==> config.mk <==
export PLATFORM = sky130hd
export DESIGN_NAME = seg7_scan_driver
export DESIGN_NICKNAME = d
export VERILOG_FILES = /design/src/rtl/seg7_pkg.sv /design/src/rtl/hex7seg.sv /design/src/rtl/seg7_scan_driver.sv
export SDC_FILE = /design/constraint.sdc
export NUM_CORES = 1
export LEC_CHECK = 0
export BUFFER_PORTS_ARGS = -buffer_cell sky130_fd_sc_hd__buf_2
export CAP_MARGIN = 20
export CORE_MARGIN = 3
export CORE_UTILIZATION = 45
export CTS_BUF_LIST = sky130_fd_sc_hd__clkbuf_16
export DETAILED_ROUTE_END_ITERATION = 12
export GPL_TIMING_DRIVEN = 0
export REMOVE_ABC_BUFFERS = 1
export SKIP_CTS_REPAIR_TIMING = 1
export SYNTH_ARGS = -nofsm -noshare
export SYNTH_HDL_FRONTEND = slang
export SYNTH_SLANG_ARGS = --single-unit
==> constraint.sdc <==
create_clock -name clk -period 3.3 [get_ports clk]
set_input_delay 0.825 -clock clk [delete_from_list [all_inputs] [get_ports clk]]
set_output_delay 0.825 -clock clk [all_outputs]
set_load 0.05 [all_outputs]
==> src/rtl/seg7_pkg.sv <==
// Shared types and helpers for the seven-segment scan driver.
// Segment vectors are ordered A..G from bit 0.
package seg7_pkg;

    typedef logic [3:0] nibble_t;
    typedef logic [6:0] seg_t;

    localparam seg_t SEG_OFF = 7'h7F;

    function automatic int idx_width(input int n);
        return (n > 1) ? $clog2(n) : 1;
    endfunction

endpackage

==> src/rtl/hex7seg.sv <==
// Hex nibble to seven-segment decoder, active-high segments.
// Bit 0 is segment A, bit 6 is segment G.
module hex7seg
    import seg7_pkg::*;
(
    input  nibble_t nib,
    output seg_t    seg
);

    always_comb begin
        seg = 7'h00;
        case (nib)
            4'h0: seg = 7'h3F;
            4'h1: seg = 7'h06;
            4'h2: seg = 7'h5B;
            4'h3: seg = 7'h4F;
            4'h4: seg = 7'h66;
            4'h5: seg = 7'h6D;
            4'h6: seg = 7'h7D;
            4'h7: seg = 7'h07;
            4'h8: seg = 7'h7F;
            4'h9: seg = 7'h6F;
            4'hA: seg = 7'h77;
            4'hB: seg = 7'h7C;
            4'hC: seg = 7'h39;
            4'hD: seg = 7'h5E;
            4'hE: seg = 7'h79;
            4'hF: seg = 7'h71;
            default: seg = 7'h00;
        endcase
    end

endmodule

==> src/rtl/seg7_scan_driver.sv <==
// Time-multiplexed hex display driver for a common-anode display.
// Displayed value is double-buffered and swaps only on frame boundaries.
module seg7_scan_driver
    import seg7_pkg::*;
#(
    parameter int NUM_DIGITS   = 4,
    parameter int DIGIT_CYCLES = 100000,
    parameter int BLANK_CYCLES = 1000,
    parameter int LZS          = 0
) (
    input  logic                    clk,
    input  logic                    rst,
    input  logic                    enable_i,
    input  logic                    load_i,
    input  logic [4*NUM_DIGITS-1:0] value_i,
    input  logic [NUM_DIGITS-1:0]   dp_i,
    input  logic [NUM_DIGITS-1:0]   blank_i,
    output seg_t                    seg,
    output logic                    dp,
    output logic [NUM_DIGITS-1:0]   an,
    output logic                    frame_o
);

    localparam int DW = (DIGIT_CYCLES > 1) ? $clog2(DIGIT_CYCLES) : 1;
    localparam int IW = idx_width(NUM_DIGITS);

    localparam logic [DW-1:0] DIV_LAST  = DW'(DIGIT_CYCLES - 1);
    localparam logic [DW-1:0] DIV_BLANK = DW'(BLANK_CYCLES);
    localparam logic [IW-1:0] IDX_LAST  = IW'(NUM_DIGITS - 1);

    logic [DW-1:0]           div;
    logic [IW-1:0]           idx;
    logic                    tick;
    logic                    frame;

    logic [4*NUM_DIGITS-1:0] pend_val;
    logic [NUM_DIGITS-1:0]   pend_dp;
    logic [NUM_DIGITS-1:0]   pend_blank;
    logic                    pend_flag;

    logic [4*NUM_DIGITS-1:0] act_val;
    logic [NUM_DIGITS-1:0]   act_dp;
    logic [NUM_DIGITS-1:0]   act_blank;

    logic [NUM_DIGITS-1:0]   lzs_dark;
    logic                    zero_run;
    nibble_t                 sel_nib;
    seg_t                    hex_seg;
    logic                    dark;

    assign tick  = (div == DIV_LAST);
    assign frame = tick && (idx == IDX_LAST);

    always_ff @(posedge clk or posedge rst) begin
        if (rst) begin
            div <= '0;
            idx <= '0;
        end else if (tick) begin
            div <= '0;
            idx <= (idx == IDX_LAST) ? '0 : idx + 1'b1;
        end else begin
            div <= div + 1'b1;
        end
    end

    // A load on the boundary cycle bypasses the pending buffer.
    always_ff @(posedge clk or posedge rst) begin
        if (rst) begin
            pend_val   <= '0;
            pend_dp    <= '0;
            pend_blank <= '0;
            pend_flag  <= 1'b0;
            act_val    <= '0;
            act_dp     <= '0;
            act_blank  <= '1;
        end else begin
            if (load_i) begin
                pend_val   <= value_i;
                pend_dp    <= dp_i;
                pend_blank <= blank_i;
                pend_flag  <= 1'b1;
            end
            if (frame) begin
                if (load_i) begin
                    act_val   <= value_i;
                    act_dp    <= dp_i;
                    act_blank <= blank_i;
                end else if (pend_flag) begin
                    act_val   <= pend_val;
                    act_dp    <= pend_dp;
                    act_blank <= pend_blank;
                end
                pend_flag <= 1'b0;
            end
        end
    end

    always_comb begin
        lzs_dark = '0;
        zero_run = 1'b1;
        for (int k = NUM_DIGITS - 1; k >= 1; k--) begin
            zero_run    = zero_run && (act_val[4*k +: 4] == 4'h0);
            lzs_dark[k] = (LZS != 0) && zero_run;
        end
    end

    assign sel_nib = act_val[{idx, 2'b00} +: 4];

    hex7seg u_hex (
        .nib (sel_nib),
        .seg (hex_seg)
    );

    // A suppressed digit with its dp set keeps its anode on to show the dot.
    always_comb begin
        dark = !enable_i
            || (div < DIV_BLANK)
            || act_blank[idx]
            || (lzs_dark[idx] && !act_dp[idx]);
    end

    always_ff @(posedge clk or posedge rst) begin
        if (rst) begin
            seg     <= SEG_OFF;
            dp      <= 1'b1;
            an      <= '1;
            frame_o <= 1'b0;
        end else begin
            frame_o <= frame;
            if (dark) begin
                seg <= SEG_OFF;
                dp  <= 1'b1;
                an  <= '1;
            end else begin
                seg <= lzs_dark[idx] ? SEG_OFF : ~hex_seg;
                dp  <= ~act_dp[idx];
                an  <= ~(NUM_DIGITS'(1) << idx);
            end
        end
    end

endmodule

### Word level (Yosys, flattened, before mapping)

Memory sizes are Yosys's and may differ from the RTL's.
Index checks and enable logic that the tools add are counted.

| operators by class | value |
|---|---|
| add/subtract/negate cells | 2 |
| $lt $le $gt $ge | 2 |
| equality and inequality tests | 2 |
| shift-type cells | 2 |
| multiplexer cells | 20 |
| bitwise operators | 3 |
| reduce and logical (&&, ||, !) cells | 10 |

Operator list:

| kind | number |
|---|---|
| 16-bit 2-to-1 mux | 2 |
| 4-bit 2-to-1 mux | 5 |
| 17-bit by 1-bit adder with 17-bit output (second input constant) | 1 |
| 17-bit equality test (second input constant) | 1 |
| 17-bit by 10-bit less-than comparator with 1-bit output (second input constant) | 1 |
| 17-bit 2-to-1 mux | 1 |
| 16-bit by 5-bit variable part select with 4-bit output | 1 |
| 7-bit 2-to-1 mux | 2 |
| 7-bit NOT | 1 |
| 1-bit binary-select mux with 2-bit select | 3 |
| 1-bit 2-to-1 mux | 6 |
| 4-bit NOT | 1 |
| 2-bit nonzero test | 2 |
| 1-bit by 2-bit << shifter with 4-bit output (first input constant) | 1 |
| 1-bit logical OR | 3 |
| 2-bit by 3-bit less-than comparator with 1-bit output (second input constant) | 1 |
| 2-bit by 1-bit adder with 2-bit output (second input constant) | 1 |
| 2-bit equality test (second input constant) | 1 |
| 1-bit logical AND | 2 |
| 1-bit zero test | 2 |
| 2-bit 2-to-1 mux | 1 |
| 2-bit AND reduction | 1 |
| 1-bit NOT | 1 |

| word-level totals | value |
|---|---|
| flip-flop bits (word level) | 81 |
| bits in read-only memories | 112 |
| input bits | 28 |
| output and inout port bits | 13 |
| memories | 1 |

Memories:

| memory | depth | bits a word | read ports | clocked after Yosys merged registers in | write ports | line | text |
|---|---|---|---|---|---|---|---|
| (name not given) | 16 | 7 | 1 | 0 | 0 | hex7seg.sv:12 | `case (nib)` |

### Longest topological paths before layout

Gate-level depths: netlist of run 1.

| depth | value |
|---|---|
| word-level depth | 6 |
| mapped depth | 7 |
| gate-level depth less buffers | 6 |

### Cells and area by module

From an unflattened synthesis of run 1, not the netlist that was laid out.

| second synthesis, totals | value |
|---|---|
| cells, all modules | 272 |
| area total of the unflattened synthesis | 3,724.8 um2 |

By module, submodules not included:

| module | times used | cells an instance | area each (um2) | sequential area each (um2) |
|---|---|---|---|---|
| seg7_scan_driver | 1 | 239 | 3,437.0 | 2,047.0 |
| hex7seg | 1 | 33 | 287.8 | 0.0 |

### Worst setup path before layout of run 1

Ideal clock, no wire load.

| path | value |
|---|---|
| path type | input port to flip-flop |
| start | input port load_i |
| end | register act_dp[0] |
| library setup time | 0.125 ns |
| arrival | 2.135 ns |
| setup slack | 1.040 ns |
| stages | 5 |
| buffers on the path | 2 |
| cell sequence | clkbuf_1 > nor2_1 > nor4_4 > buf_8 > mux2_4 |

| between the ends | value |
|---|---|
| word-level cells in the longest chain between the ends | 2 |

RTL lines:

| item | line | text |
|---|---|---|
| start: declaration | seg7_scan_driver.sv:14 | `input logic load_i,` |
| 2-bit nonzero test (no line) | -- |  |
| 2-bit AND reduction (no line) | -- |  |
| end signal: assignment | seg7_scan_driver.sv:86 | `act_dp <= dp_i;` |
| end signal: assignment | seg7_scan_driver.sv:90 | `act_dp <= pend_dp;` |
| end: declaration | seg7_scan_driver.sv:42 | `logic [NUM_DIGITS-1:0] act_dp;` |

Parallel ways exist; a longest one is shown, timed or not.
A chain may end at the register's enable or synchronous reset.

### Worst setup path in the final report of run 1

| path | value |
|---|---|
| start | input port load_i |
| end | register act_dp[3] |

Same word-level chain as after synthesis.

==> metrics, run 1 <==
core outline area=0.00789 mm2; Cell Area, Placed=0.00404 mm2; ratio of cells with drive above 1 in the final layout=43.0%; path depth of the worst reg2reg path=6; area share of the leading cell type in the synthesized netlist=around 44%; maximum number of buffers from clock root to sink=2; nets=350; routed wl met2=around 2.7 mm; Worst Path Class, Setup=input port to flop; Final setup viols=0; area added between synthesis and finish=15.7%; measured slew at the worst slew-check pin=a little over 800 ps; clock tree from TritonCTS=yes; reported leakage power=about 1.9 nW; Tot Pwr=between 2 and 2.5 mW; number of synthesized register bits=81; total power density per cell area=~490 mW/mm2; final standard cell count with taps included and fillers excluded=between 400 and 500; kind of launch point of the worst setup path=input port; I/O pin count=41; most common cell after layout, fill and taps aside=sky130_fd_sc_hd__dfrtp_1; final critical-path setup slack=around 480 ps; async set-reset flop share out of synthesis=100%; Synth Flop Type=sky130_fd_sc_hd__dfrtp_1; Die Y-Extent=97.1 um; CTS H-tree depth=3; quantity of I/O buffers inserted on ports=40; Max Freq=between 300 and 400 MHz; data arrival time of the critical path=about 3000 ps; Avg Vias per Cell=5.10; end-of-flow core utilization=54.8%; Reg2Reg Launch Point=idx[0]; vias in the first global route=~2100; Avg Cell Area, Syn=13.9 um2; RSZ-0062 raised after global routing=false; Post-Syn Instances=268; Synth area leader=sky130_fd_sc_hd__dfrtp_1; tightest slew margin relative to the limit=between 40% and 50%; CTS Buf Count=9; metal3 WL=approximately 250 um; pin count of the biggest net entering global routing=between 60 and 70; register-to-register path setup slack=540 ps; number of enable flip-flop cells after synthesis=0; count of TritonRoute iterations in the first routing pass=3; crit share post-route=approximately 85%; final non-filler cell area=0.00432 mm2; final routed wirelength across all metal layers=about 6.6 mm; Rows=32; Ys Warns=0; Die X-Extent=97.1 um; proportion of synthesized chip area in sequential cells=roughly 55%; post-synth design cell area=0.00373 mm2; destination of the worst register-to-register timing path=act_dp[3]; most area-consuming cells after synthesis=sky130_fd_sc_hd__dfrtp_1 44%, sky130_fd_sc_hd__dfstp_2 11%, sky130_fd_sc_hd__mux2_2 9.0%; Placer Congestion=0.803; violation count after the first detailed-route iteration=~110; Tightest Hold Check Type=input port to asynchronous set/reset pin; Critical Path Sink Type=flop; final count of pins violating max slew=0; synth unique cells=43; WL met1=around 3.5 mm; top layer in use=met4; worst hold slack=roughly 440 ps; Remaining Overflow, GRT=0; average wire per standard cell=15.7 um; number of vias in the routed layout=2133; total of max-cap violations=0; estimated wirelength of the detail-placed design=roughly 4.3 mm; required arrival time at the worst endpoint=between 3000 and 4000 ps; wire length of the first global-routing pass=11.0 mm; number of nets still failing antenna checks after routing=0; Post-route DRC=0; minimum period implied by the final worst setup slack=approximately 2800 ps; gr usage total=14.5%; crit-path max FO=25; Worst IR Drop VDD=between 0.0002 and 0.0003 V; antenna cells=0; setup_tns=0 ps; status=finished clean; Worst Clk Skew=approximately 5.5 ps; Worst-Skew Late Latency=between 300 and 400 ps; Die Outline Area=0.00943 mm2; number of placed cells counting well taps=~400; number of clock sinks=between 80 and 90; master cell of the clock root buffer=sky130_fd_sc_hd__clkbuf_16; initial antenna violation count=0; initial cell density of the core=a little under half; count of final hold-check violations=0; register clock-pin slew on the reported worst setup and hold paths=approximately 60 ps; most frequent cells in the layout=65 x sky130_fd_sc_hd__dfrtp_1, 40 x sky130_fd_sc_hd__buf_2, 30 x sky130_fd_sc_hd__mux2_2, 20 x sky130_fd_sc_hd__mux2_4, 16 x sky130_fd_sc_hd__dfstp_2; Placement Setup Slack=76.9 ps
[layout make-up]
cell class | count | area [um2]
clock buffer | 9 | 225
clock inverter | 7 | 52.6
fill | 659 | 3570
inverter | 8 | 32.5
multi-input combinational | 168 | 1590
sequential | 81 | 2050
tap | 102 | 128
timing repair buffer | 43 | 250
[flip-flops by register name, summed over array words and instances (netlist names), 4 cells and up]
name	count
act_dp	4
act_blank	4
an	4
act_val	16
seg	7
pend_val	16
pend_dp	4
pend_blank	4
div	17
[layer usage]
metal / vias up / global-route usage (%)
li1: 1040 / -
met1: 1049 / 22.2
met2: 36 / 19.7
met3: 8 / 3.09
met4: 0 / 6.16
met5: - / 0
[cell families (layout without fill, tap and decap cells)]
kind of cell	Yosys count	in the layout	synth area share, %
AOI/OAI and AO/OA	19	19	3.22
DFF	81	81	54.8
muxes	57	57	21.3
xor gates and xnor gates	17	17	3.99
and+or+nand+nor	64	64	10.3
adders and majority gates	11	11	3.69
buffers and inverters	19	67	2.71
[worst max path at each step]
stage	end	start	cells after the start	slack (ps)
2_1_floorplan	act_dp[0]	rst	1	420
3_3_place_gp	pend_val[0]	rst	2	-570
5_1_grt	act_dp[3]	idx[0]	6	290
3_5_place_dp	act_dp[3]	load_i	6	80
4_1_cts	act_dp[3]	load_i	6	420
6_report	act_dp[3]	load_i	6	480
[cell usage after synthesis (2+ instances only)]
cell type,number
sky130_fd_sc_hd__mux4_2,7
sky130_fd_sc_hd__xnor2_1,9
sky130_fd_sc_hd__o21ai_1,2
sky130_fd_sc_hd__clkbuf_1,4
sky130_fd_sc_hd__or4_2,2
sky130_fd_sc_hd__dfrtp_1,65
sky130_fd_sc_hd__buf_8,2
sky130_fd_sc_hd__nand2_1,14
sky130_fd_sc_hd__nand3_1,10
sky130_fd_sc_hd__a21oi_1,4
sky130_fd_sc_hd__buf_2,3
sky130_fd_sc_hd__o21ai_0,4
sky130_fd_sc_hd__o21a_1,2
sky130_fd_sc_hd__ha_1,11
sky130_fd_sc_hd__mux2_4,20
sky130_fd_sc_hd__o211ai_1,4
sky130_fd_sc_hd__or3_1,2
sky130_fd_sc_hd__nor3_1,4
sky130_fd_sc_hd__nand4_1,2
sky130_fd_sc_hd__xor2_1,8
sky130_fd_sc_hd__dfstp_2,16
sky130_fd_sc_hd__nor4_4,2
sky130_fd_sc_hd__mux2_2,30
sky130_fd_sc_hd__nor2_1,12
sky130_fd_sc_hd__inv_1,8
sky130_fd_sc_hd__nor3b_1,2
sky130_fd_sc_hd__and4_1,3
[critical path, cell delays in order]
cell                     delay, ps
sky130_fd_sc_hd__buf_2         490
sky130_fd_sc_hd__nor2_1        190
sky130_fd_sc_hd__nor4_4        720
sky130_fd_sc_hd__buf_6         250
sky130_fd_sc_hd__buf_6         200
sky130_fd_sc_hd__mux2_2        350
[report_power, final]
| part | total, mW | internal [mW] | switching (mW) |
|---|---|---|---|
| registers | 1.05 | 1.04 | 0.0153 |
| logic | 0.127 | 0.0677 | 0.0598 |
| clock network | 0.936 | 0.570 | 0.366 |
| total | 2.12 | 1.67 | 0.441 |
Note: power is estimated with default switching activity, not from simulation.
==> run 2, diff against run 1 <==
MAX_ROUTING_LAYER = met4   (was default)
==> metrics, run 2 (synthesis results as in run 1) <==
delay of the slowest critical-path stage=720 ps (about the same); final routed wirelength across all metal layers=6.53 mm (-0.56%); path depth of the worst reg2reg path=6 (unchanged); Die X-Extent=97.1 um (unchanged); Max Freq=355 MHz (about the same); RSZ-0062 raised after global routing=false; average wire per standard cell=15.6 um (-0.56%); Placer Congestion=0.814 (+1.5%); nets=350 (unchanged); vias in the first global route=2087 (-0.14%); pin count of the biggest net entering global routing=65 (unchanged); Final setup viols=0 (unchanged); maximum number of buffers from clock root to sink=2 (unchanged); CTS H-tree depth=3 (unchanged); crit share post-route=85.4% (about the same); Remaining Overflow, GRT=0 (unchanged); Worst IR Drop VDD=0.000268 V (+0.19%); CTS Buf Count=9 (unchanged); gr usage total=14.9% (+0.40 points); final non-filler cell area=0.00432 mm2 (unchanged); most common cell after layout, fill and taps aside=sky130_fd_sc_hd__dfrtp_1; measured slew at the worst slew-check pin=823 ps (+14.6 ps); data arrival time of the critical path=3030 ps (about the same); Tightest Hold Check Type=input port to asynchronous set/reset pin; Worst Clk Skew=4.51 ps (-1.00 ps); worst hold slack=435 ps (-2.44 ps); violation count after the first detailed-route iteration=96 (-9.4%); number of vias in the routed layout=2118 (-0.70%); Worst-Skew Late Latency=320 ps (about the same); clock tree from TritonCTS=yes; initial cell density of the core=47.3% (unchanged); number of nets still failing antenna checks after routing=0 (unchanged); wire length of the first global-routing pass=11.0 mm (-0.12%); initial antenna violation count=0 (unchanged); status=finished clean; Worst Path Class, Setup=input port to flop; core outline area=0.00789 mm2 (unchanged); metal3 WL=244 um (-3.9%); number of flip-flops in the largest register=17 (unchanged); top layer in use=met4; master cell of the clock root buffer=sky130_fd_sc_hd__clkbuf_16; tightest slew margin relative to the limit=44.9% (-0.98 points); Die Outline Area=0.00943 mm2 (unchanged); kind of launch point of the worst setup path=input port; count of final hold-check violations=0 (unchanged); Worst path slowest cell=sky130_fd_sc_hd__nor4_4; register clock-pin slew on the reported worst setup and hold paths=60 ps (about the same); antenna cells=0 (unchanged); minimum period implied by the final worst setup slack=2820 ps (-1.54 ps); reported leakage power=1.88 nW (unchanged); largest registers=div: 17 flops, act_val: 16 flops, pend_val: 16 flops; final count of pins violating max slew=0 (unchanged); Critical Path Sink Type=flop; number of clock sinks=81 (unchanged); Post-route DRC=0 (unchanged); WL met1=3.44 mm (-1.1%); Avg Vias per Cell=5.07 (-0.70%); Cell Chain, Critical Path=buf_2, nor2_1, nor4_4, buf_6, buf_6, mux2_2; I/O pin count=41 (unchanged); quantity of I/O buffers inserted on ports=40 (unchanged); estimated wirelength of the detail-placed design=4.30 mm (unchanged); most frequent CP cell=sky130_fd_sc_hd__buf_6; routed wl met2=2.76 mm (+1.6%); Die Y-Extent=97.1 um (unchanged); total power density per cell area=489 mW/mm2 (about the same); register with the most flip-flops=div; most frequent cells in the layout=65 x sky130_fd_sc_hd__dfrtp_1, 40 x sky130_fd_sc_hd__buf_2, 30 x sky130_fd_sc_hd__mux2_2, 20 x sky130_fd_sc_hd__mux2_4, 16 x sky130_fd_sc_hd__dfstp_2; crit-path max FO=25 (unchanged); required arrival time at the worst endpoint=3510 ps (about the same); Rows=32 (unchanged); count of TritonRoute iterations in the first routing pass=4 (+1); total of max-cap violations=0 (unchanged); Cell Area, Placed=0.00404 mm2 (unchanged); area added between synthesis and finish=15.7% (unchanged); ratio of cells with drive above 1 in the final layout=43.0% (unchanged)
==> run 2: worst max-delay path, delay by kind of cell <==
family / cells / cell delay, ps
buffers and inverters: 3 / 930
and+or+nand+nor: 2 / 910
muxes: 1 / 350
==> run 2: power breakdown <==
| group | internal [mW] | total, mW | leakage [nW] | switching (mW) |
|---|---|---|---|---|
| sequential | 1.04 | 1.05 | 0.991 | 0.0153 |
| combinational | 0.0677 | 0.127 | 0.752 | 0.0594 |
| clock | 0.570 | 0.936 | 0.138 | 0.366 |
==> run 2: metrics by stage <==
stage	setup TNS, ps	power (mW)	instances	util, %	worst slack (ps)
after CTS	0	2.14	418	54.8	420
after floorplan	0	1.15	257	-	421
after global placement	-48210	1.19	399	50.6	-573
final	0	2.11	418	54.8	481
after global routing	0	2.19	418	54.8	294
after detailed placement	0	1.20	402	51.3	76.9
==> run 2: per-layer routing <==
metal	up-vias	track usage, %
li1	1038	-
met1	1036	22.2
met2	36	19.7
met3	8	3.02
met4	0	6.16
met5	-	-
==> run 2: area by class of cell <==
type                       count  area [um2]
inverter                       8        32.5
timing repair buffer          43         250
sequential                    81        2050
tap                          102         128
clock inverter                 7        52.6
fill                         659        3570
multi-input combinational    168        1590
clock buffer                   9         225
==> run 2: path summary, 6_finish.rpt <==
path	endpoint	slack [ps]	from
min in group clk	div[0]	460	div[0]
min reg2reg	div[0]	460	div[0]
min	pend_blank[2]	440	rst
max	act_dp[3]	480	load_i
max reg2reg	act_dp[3]	540	idx[0]
max in group asynchronous	seg[3]	2250	rst
==> run 3, diff against run 2 <==
CORE_MARGIN = default   (was 3)
REMOVE_ABC_BUFFERS = default   (was 1)
==> metrics, run 3 (synthesis results as in run 1) <==
Die Outline Area=0.00866 mm2 (-8.1%); ratio of cells with drive above 1 in the final layout=44.0% (+0.92 points); measured slew at the worst slew-check pin=651 ps (-171 ps); Critical Path Sink Type=flop; most frequent cells in the layout=65 x sky130_fd_sc_hd__dfrtp_1, 42 x sky130_fd_sc_hd__buf_2, 30 x sky130_fd_sc_hd__mux2_2, 20 x sky130_fd_sc_hd__mux2_4, 16 x sky130_fd_sc_hd__dfstp_2; wire length of the first global-routing pass=11.5 mm (+4.5%); FILL cells=640 (-2.9%); Placer Congestion=0.846 (+3.9%); Die Y-Extent=93.1 um (-4.1%); Post-route DRC=0 (unchanged); synthesized net count=approximately 310; pin count of the biggest net entering global routing=55 (-15%); Worst Path Class, Setup=input port to flop; final critical-path setup slack=994 ps (+512 ps); number of nets still failing antenna checks after routing=0 (unchanged); most utilized layer in the global route result=met1; core outline area=0.00789 mm2 (unchanged); register with the most flip-flops=div; required arrival time at the worst endpoint=3520 ps (about the same); setup_tns=0 ps (unchanged); Worst IR Drop VDD=0.000262 V (-2.3%); data arrival time of the critical path=2520 ps (-510 ps); Die X-Extent=93.1 um (-4.1%); Max Freq=434 MHz (+22%); Remaining Overflow, GRT=0 (unchanged); Cell Area, Placed=0.00409 mm2 (+1.1%); minimum period implied by the final worst setup slack=2310 ps (-512 ps); global routing met3 resource utilization=3.33% (+0.32 points); Final setup viols=0 (unchanged); global routing usage on met1=26.7% (+4.5 points); Placement Setup Slack=639 ps (+562 ps); CP Launch Point=load_i; total power density per cell area=490 mW/mm2 (about the same); Tightest Hold Check Type=flop to flop; Avg Vias per Cell=5.21 (+2.8%); number of placed cells counting well taps=410 (+2.0%); violation count after the first detailed-route iteration=126 (+31%); crit-path max FO=10 (-60%); register clock-pin slew on the reported worst setup and hold paths=60 ps (about the same); Worst-Skew Late Latency=330 ps (about the same); estimated wirelength of the detail-placed design=4.74 mm (+10%); largest registers=div: 17 flops, act_val: 16 flops, pend_val: 16 flops; final count of pins violating max slew=0 (unchanged); area added between synthesis and finish=17.1%; average wire per standard cell=15.7 um (+0.43%); I/O pin count=41 (unchanged); Rows=32 (unchanged); total of max-cap violations=0 (unchanged); number of vias in the routed layout=2213 (+4.5%); CTS H-tree depth=3 (unchanged); vias in the first global route=2221 (+6.4%); path depth of the worst reg2reg path=6 (unchanged); most common cell after layout, fill and taps aside=sky130_fd_sc_hd__dfrtp_1; area of the multi-input gates=0.00159 mm2 (unchanged); tightest slew margin relative to the limit=56.3% (+11 points); maximum number of buffers from clock root to sink=2 (unchanged); final non-filler cell area=0.00437 mm2 (+1.2%); end-of-flow core utilization=55.4% (+0.67 points); initial antenna violation count=0 (unchanged); Tot Pwr=2.14 mW (+1.3%); quantity of I/O buffers inserted on ports=39 (-2.5%); number of clock sinks=81 (unchanged); end point of the most critical hold path=div[0]; kind of launch point of the worst setup path=input port; status=finished clean; Reg2Reg Launch Point=div[0]; register-to-register path setup slack=1070 ps (+530 ps); antenna cells=0 (unchanged); CTS Buf Count=9 (unchanged); nets=358 (+2.3%); final standard cell count with taps included and fillers excluded=425 (+1.7%); number of flip-flops in the largest register=17 (unchanged); destination of the worst register-to-register timing path=act_val[0]; crit share post-route=69.9% (-16 points); FF+latch area=0.00205 mm2 (unchanged); gr usage total=18.3% (+3.4 points); initial cell density of the core=47.3% (unchanged); master cell of the clock root buffer=sky130_fd_sc_hd__clkbuf_16; Worst Clk Skew=8.54 ps (+4.03 ps); RSZ-0062 raised after global routing=false; met2 global-route usage=24.8% (+5.1 points); count of TritonRoute iterations in the first routing pass=4 (unchanged); hold path startpoint=div[0]; reported leakage power=1.91 nW (+1.3%); count of final hold-check violations=0 (unchanged); clock tree from TritonCTS=yes; worst hold slack=465 ps (+29.5 ps); final routed wirelength across all metal layers=6.67 mm (+2.1%); Hold Path Depth=1
run 3: worst max-delay path: stages:
cell	delay, ps
sky130_fd_sc_hd__clkbuf_1	340
sky130_fd_sc_hd__nor2_1	160
sky130_fd_sc_hd__nor4_4	630
sky130_fd_sc_hd__buf_8	250
sky130_fd_sc_hd__mux2_4	310
run 3: layer usage:
metal / wire [um] / vias up
li1: - / 1060
met1: 3440 / 1108
met2: 2920 / 36
met3: 194 / 9
met4: 114 / 0
met5: 0 / -
run 3: where the power goes:
group,total (mW),internal [mW],switching [mW]
clock network,0.961,0.577,0.384
logic,0.130,0.0687,0.0611
registers,1.05,1.04,0.0154
total,2.14,1.68,0.460
run 3: area by class of cell:
type                       count  area share, %
clock inverter                 6           1.40
multi-input combinational    168           36.3
buffer                        11           1.63
tap                          102           2.92
clock buffer                   9           5.15
timing repair buffer          40           5.09
sequential                    81           46.8
inverter                       8          0.744
run 3: worst max-delay path by stage:
stage / end / slack, ps / cells past startpoint
floorplan: act_dp[0] / 420 / 1
global route: act_val[0] / 890 / 5
finish: act_val[0] / 990 / 5
detailed placement: act_val[7] / 640 / 5
global placement: div[12] / -570 / 2
CTS: act_val[0] / 970 / 5
